==> config.mk <==
export PLATFORM = sky130hd
export DESIGN_NAME = vga_sync_gen
export DESIGN_NICKNAME = d
export VERILOG_FILES = /design/src/rtl/vga_sync_gen.sv
export SDC_FILE = /design/constraint.sdc
export NUM_CORES = 1
export LEC_CHECK = 0
export CAP_MARGIN = 20
export CELL_PAD_IN_SITES_DETAIL_PLACEMENT = 0
export CELL_PAD_IN_SITES_GLOBAL_PLACEMENT = 1
export CORE_MARGIN = 5
export CORE_UTILIZATION = 45
export CTS_BUF_LIST = sky130_fd_sc_hd__clkbuf_8
export CTS_CLUSTER_SIZE = 8
export DETAILED_ROUTE_END_ITERATION = 12
export HOLD_SLACK_MARGIN = 0.05
export PLACE_DENSITY_LB_ADDON = 0.1
export SLEW_MARGIN = 20
export SYNTH_ARGS = -nofsm -noshare
export SYNTH_HDL_FRONTEND = slang
export SYNTH_SLANG_ARGS = --single-unit
==> constraint.sdc <==
create_clock -name clk -period 3 [get_ports clk]
set_clock_uncertainty 0.1 [all_clocks]
set_input_delay 0.9 -clock clk [delete_from_list [all_inputs] [get_ports clk]]
set_output_delay 0.9 -clock clk [all_outputs]
set_load 0.01 [all_outputs]
==> src/rtl/vga_sync_gen.sv <==
// VGA raster timing generator: pixel-enable divider, h/v position counters and
// registered sync/blanking/frame decodes aligned with the published position.
module vga_sync_gen #(
  parameter int CLK_DIV   = 2,
  parameter int H_DISPLAY = 640,
  parameter int H_FRONT   = 16,
  parameter int H_SYNC    = 96,
  parameter int H_BACK    = 48,
  parameter int V_DISPLAY = 480,
  parameter int V_FRONT   = 10,
  parameter int V_SYNC    = 2,
  parameter int V_BACK    = 33
) (
  input  logic       clk,
  input  logic       reset,
  output logic       hsync,
  output logic       vsync,
  output logic       video_on,
  output logic       p_tick,
  output logic [9:0] pixel_x,
  output logic [9:0] pixel_y,
  output logic       frame_start
);

  localparam int H_TOTAL  = H_DISPLAY + H_FRONT + H_SYNC + H_BACK;
  localparam int V_TOTAL  = V_DISPLAY + V_FRONT + V_SYNC + V_BACK;
  localparam int HS_START = H_DISPLAY + H_FRONT;
  localparam int HS_END   = H_DISPLAY + H_FRONT + H_SYNC;
  localparam int VS_START = V_DISPLAY + V_FRONT;
  localparam int VS_END   = V_DISPLAY + V_FRONT + V_SYNC;
  localparam int DIV_W    = (CLK_DIV > 1) ? $clog2(CLK_DIV) : 1;

  localparam logic [DIV_W-1:0] DIV_MAX = DIV_W'(CLK_DIV - 1);
  localparam logic [9:0]       H_MAX   = 10'(H_TOTAL - 1);
  localparam logic [9:0]       V_MAX   = 10'(V_TOTAL - 1);

  logic [DIV_W-1:0] div_q, div_d;
  logic [9:0]       h_q, h_d;
  logic [9:0]       v_q, v_d;
  logic             hsync_q, hsync_d;
  logic             vsync_q, vsync_d;
  logic             video_on_q, video_on_d;
  logic             frame_start_q, frame_start_d;
  logic             tick;
  logic             h_wrap;
  logic             v_wrap;

  // Half-open window test done in int so a window ending at 1024 cannot overflow.
  function automatic logic in_window(input logic [9:0] pos, input int lo, input int hi);
    return (int'(pos) >= lo) && (int'(pos) < hi);
  endfunction

  assign tick   = (div_q == DIV_MAX);
  assign h_wrap = tick && (h_q == H_MAX);
  assign v_wrap = h_wrap && (v_q == V_MAX);

  always_comb begin
    div_d = tick ? '0 : div_q + DIV_W'(1);
    h_d   = h_q;
    v_d   = v_q;
    if (tick) begin
      h_d = h_wrap ? '0 : h_q + 10'd1;
    end
    if (h_wrap) begin
      v_d = v_wrap ? '0 : v_q + 10'd1;
    end
    // Decode from next-state counters so the registered flags line up with pixel_x/y.
    hsync_d       = !in_window(h_d, HS_START, HS_END);
    vsync_d       = !in_window(v_d, VS_START, VS_END);
    video_on_d    = (int'(h_d) < H_DISPLAY) && (int'(v_d) < V_DISPLAY);
    frame_start_d = v_wrap;
  end

  always_ff @(posedge clk or negedge reset) begin
    if (!reset) begin
      div_q         <= '0;
      h_q           <= '0;
      v_q           <= '0;
      hsync_q       <= 1'b1;
      vsync_q       <= 1'b1;
      video_on_q    <= 1'b0;
      frame_start_q <= 1'b0;
    end else begin
      div_q         <= div_d;
      h_q           <= h_d;
      v_q           <= v_d;
      hsync_q       <= hsync_d;
      vsync_q       <= vsync_d;
      video_on_q    <= video_on_d;
      frame_start_q <= frame_start_d;
    end
  end

  // Gated by reset so the pixel enable is quiet while held, even with CLK_DIV=1.
  assign p_tick      = tick & reset;
  assign hsync       = hsync_q;
  assign vsync       = vsync_q;
  assign video_on    = video_on_q;
  assign pixel_x     = h_q;
  assign pixel_y     = v_q;
  assign frame_start = frame_start_q;

endmodule

==> flow_metrics.env, run 1 <==
export IMPL_status="finished, final reports clean"
export IMPL_timing_rr_end="video_on$_DFF_PN0_"
export IMPL_gp_congestion=0.838
export IMPL_crit_chain="clkdlybuf4s50_1 -> and2_1 -> dlygate4sd2_1"
export IMPL_first_pass_iters=4
export IMPL_grt_max_degree=26
export IMPL_power_frac_comb_pct=2.0
export IMPL_clk_pin_slew_ns=0.08
export IMPL_holdPathStages=1
export IMPL_area_delta_synth_final_pct=23.1
export IMPL_end_kind="primary output"
export IMPL_pwr_share_clk_pct=35.2
export IMPL_synthFlopType="dfrtp_1"
export IMPL_htreeDepth=1
export IMPL_fin_crit_ns=2.81
export IMPL_fin_cells=219
export IMPL_synth_most_common_cell="dfrtp_1"
export IMPL_synth_area_leaders="dfrtp_1 39%, nand4_1 4.6%, dfstp_2 3.5%"
export IMPL_rrSetupSlack_ns=0.84
export IMPL_hold_viol=0
export IMPL_dp_hpwl_um=2510
export IMPL_port_buffer_count=26
export IMPL_multi_input_area_um2=797
export IMPL_ff_latch_area_um2=628
export IMPL_timing_fmax_ghz=0.356
export IMPL_routedWlPerCell_um=15.2
export IMPL_min_delay_start="pixel_y[7]$_DFF_PN0_"
export IMPL_synth_largest_area_cell="dfrtp_1"
export IMPL_die_x_um=67.4
export IMPL_path_max_fanout=2
export IMPL_antenna_found_initial=0
export IMPL_clk_path_buf_depth=2
export IMPL_yosysTopAreaCellShare_pct=38.8
export IMPL_cts_tree="built"
export IMPL_yosys_cell_types_count=52
export IMPL_crit_type="in2out"
export IMPL_p_leak_nw=0.726
export IMPL_slew_violations=0
export IMPL_place_area_um2=1780
export IMPL_syn_avg_cell_area_um2=10.0
export IMPL_p_seq_share_pct=62.8
export IMPL_holdPathEnd="pixel_y[7]$_DFF_PN0_"
export IMPL_num_fill_cells=306
export IMPL_synth_commonest_cells="23 x dfrtp_1, 14 x nand2_1, 11 x nand4_1"
export IMPL_crit_slowest_cell="clkdlybuf4s50_1"
export IMPL_wirelength_um=3320
export IMPL_async_flop_share_pct=100
export IMPL_num_vias=1251
export IMPL_setup_violations=0
export IMPL_power_density_nw_per_um2=294
export IMPL_power_internal_w=0.000431
export IMPL_ios=27
export IMPL_hold_slack_ns=0.469
export IMPL_coreArea_um2=3100
export IMPL_ys_ff_latch=25
export IMPL_ys_seq_area_share_pct=42.4
export IMPL_grt_overflow_total=0
export IMPL_reg2reg_depth=6
export IMPL_hp_class="reg2reg"
export IMPL_dp_cells=215
export IMPL_start_util_pct=47.8
export IMPL_ctsHoldBuffers=0
export IMPL_die_area_um2=4540
export IMPL_critPathMaxStageDelay_ns=0.52
export IMPL_remaining_drc_errors=0
export IMPL_rsz0062_at_grt="false"
export IMPL_setup_tns_ns=0
export IMPL_grt_total_usage_pct=16.7
export IMPL_post_drt_via_cell_ratio=5.71
export IMPL_syn_inst=148
export IMPL_clock_latency_ns=0.26
export IMPL_arrival_ns=1.81
export IMPL_grt_pass1_wl_um=5710
export IMPL_rr_startpoint="pixel_y[1]$_DFF_PN0_"
export IMPL_swShare_pct=19.6
export IMPL_drive_above_1_share_pct=14.3
export IMPL_syn_nets=153
export IMPL_drt_iter0_drc=92
export IMPL_vdd_drop_max_v=0.000173
export IMPL_final_net_count=181
export IMPL_syn_area_um2=1480
export IMPL_cts_sinks=25
export IMPL_relSlewSlack_pct=66.6
export IMPL_synth_edff_count=0
export IMPL_cts_made_buffers=3
export IMPL_grt_pass1_vias=1245
export IMPL_final_area_um2=1830
export IMPL_switchingPower_w=0.000105
export IMPL_fin_util_pct=58.8
export IMPL_root_buffer="clkbuf_8"
export IMPL_yosys_warnings=0
export IMPL_die_h_um=67.4
export IMPL_required_ns=2.00
export IMPL_timing_final_crit_share_pct=93.7
export IMPL_tightestPinTransition_ns=0.498
export IMPL_diodes=0
export IMPL_drv_cap=0
export IMPL_fp_row_count=20
export IMPL_start_kind="input port"
export IMPL_ant_nets=0
-- per-stage QoR --
step / power, W / setup slack [ns]
after floorplan: 0.000344 / 0.935
after global placement: 0.000355 / -0.0781
after detailed placement: 0.000355 / -0.0742
after CTS: 0.000546 / 0.187
after global routing: 0.000568 / 0.164
final: 0.000536 / 0.189
-- power by group through the flow --
stage            logic (W)  clock network, W  registers, W
3_5_place_dp     0.0000117                 0      0.000343
5_1_grt          0.0000126          0.000218      0.000337
2_1_floorplan  0.000000902                 0      0.000343
3_3_place_gp     0.0000118                 0      0.000343
6_report         0.0000109          0.000189      0.000337
4_1_cts          0.0000112          0.000198      0.000337
-- cell type report --
class	instances	share of cell area [%]
timing repair buffer	28	15.0
inverter	7	1.44
tap	44	3.02
clock buffer	3	2.26
multi-input combinational	111	43.7
sequential	25	34.4
clock inverter	1	0.206
-- critical path: cells and delay by family --
family        cells  cell delay, ns
buf+inv           2            0.78
simple gates      1            0.13
-- cells by family (layout without fill, tap and decap cells) --
logic type	after synthesis	after routing	share of synthesized area, %
and+or+nand+nor	71	71	31.3
AOI/OAI and AO/OA	27	27	13.6
DFF	25	25	42.4
buffers and inverters	12	39	3.88
xor gates and xnor gates	7	7	4.14
adders and majority gates	3	3	2.53
muxes	3	3	2.19
-- what timing repair did --
| item | in CTS | in global routing |
|---|---|---|
| setup endpoints to repair | 1 | 0 |
| resized for setup | 1 | 0 |
| hold endpoints to repair | 0 | 0 |
| buffers inserted | 0 | 0 |
-- metal layers --
metal	share of wire [%]	global-route usage, %	wire, um
met5	0	0	0
met2	50	30.9	1670
met4	1.3	5.32	44
met1	46	19.5	1520
met3	2.5	2.50	82
-- layout by cell type, fill, tap and decap left out, drive strengths merged, types with 5 or more instances in the layout --
cell type / count
inv: 8
nor3: 5
o21ai: 11
nand2: 14
xnor2: 5
nand4: 12
clkdlybuf4s50: 25
nand3: 6
dfrtp: 23
nor2: 6
-- flip-flops by register name, summed over array words and instances, names as in the netlist --
register,flops
div_q,1
vsync,1
frame_start,1
hsync,1
pixel_y,10
video_on,1
pixel_x,10
-- worst max path at each step --
stage / start / end / slack (ns) / cells after the start
2_1_floorplan: reset / p_tick / 0.94 / 1
3_3_place_gp: reset / p_tick / -0.08 / 3
3_5_place_dp: reset / p_tick / -0.07 / 3
4_1_cts: reset / p_tick / 0.19 / 3
5_1_grt: reset / p_tick / 0.16 / 3
6_report: reset / p_tick / 0.19 / 3
No activity file was read; power rests on OpenSTA's default activity.
==> run 2: changes to the inputs <==
--- a/config.mk
+++ b/config.mk
@@ -19,3 +19,4 @@
 export SYNTH_ARGS = -nofsm -noshare
 export SYNTH_HDL_FRONTEND = slang
 export SYNTH_SLANG_ARGS = --single-unit
+export TNS_END_PERCENT = 50
==> results of run 2 <==
No change in the layout: final DEF, timing and power equal those of run 1.
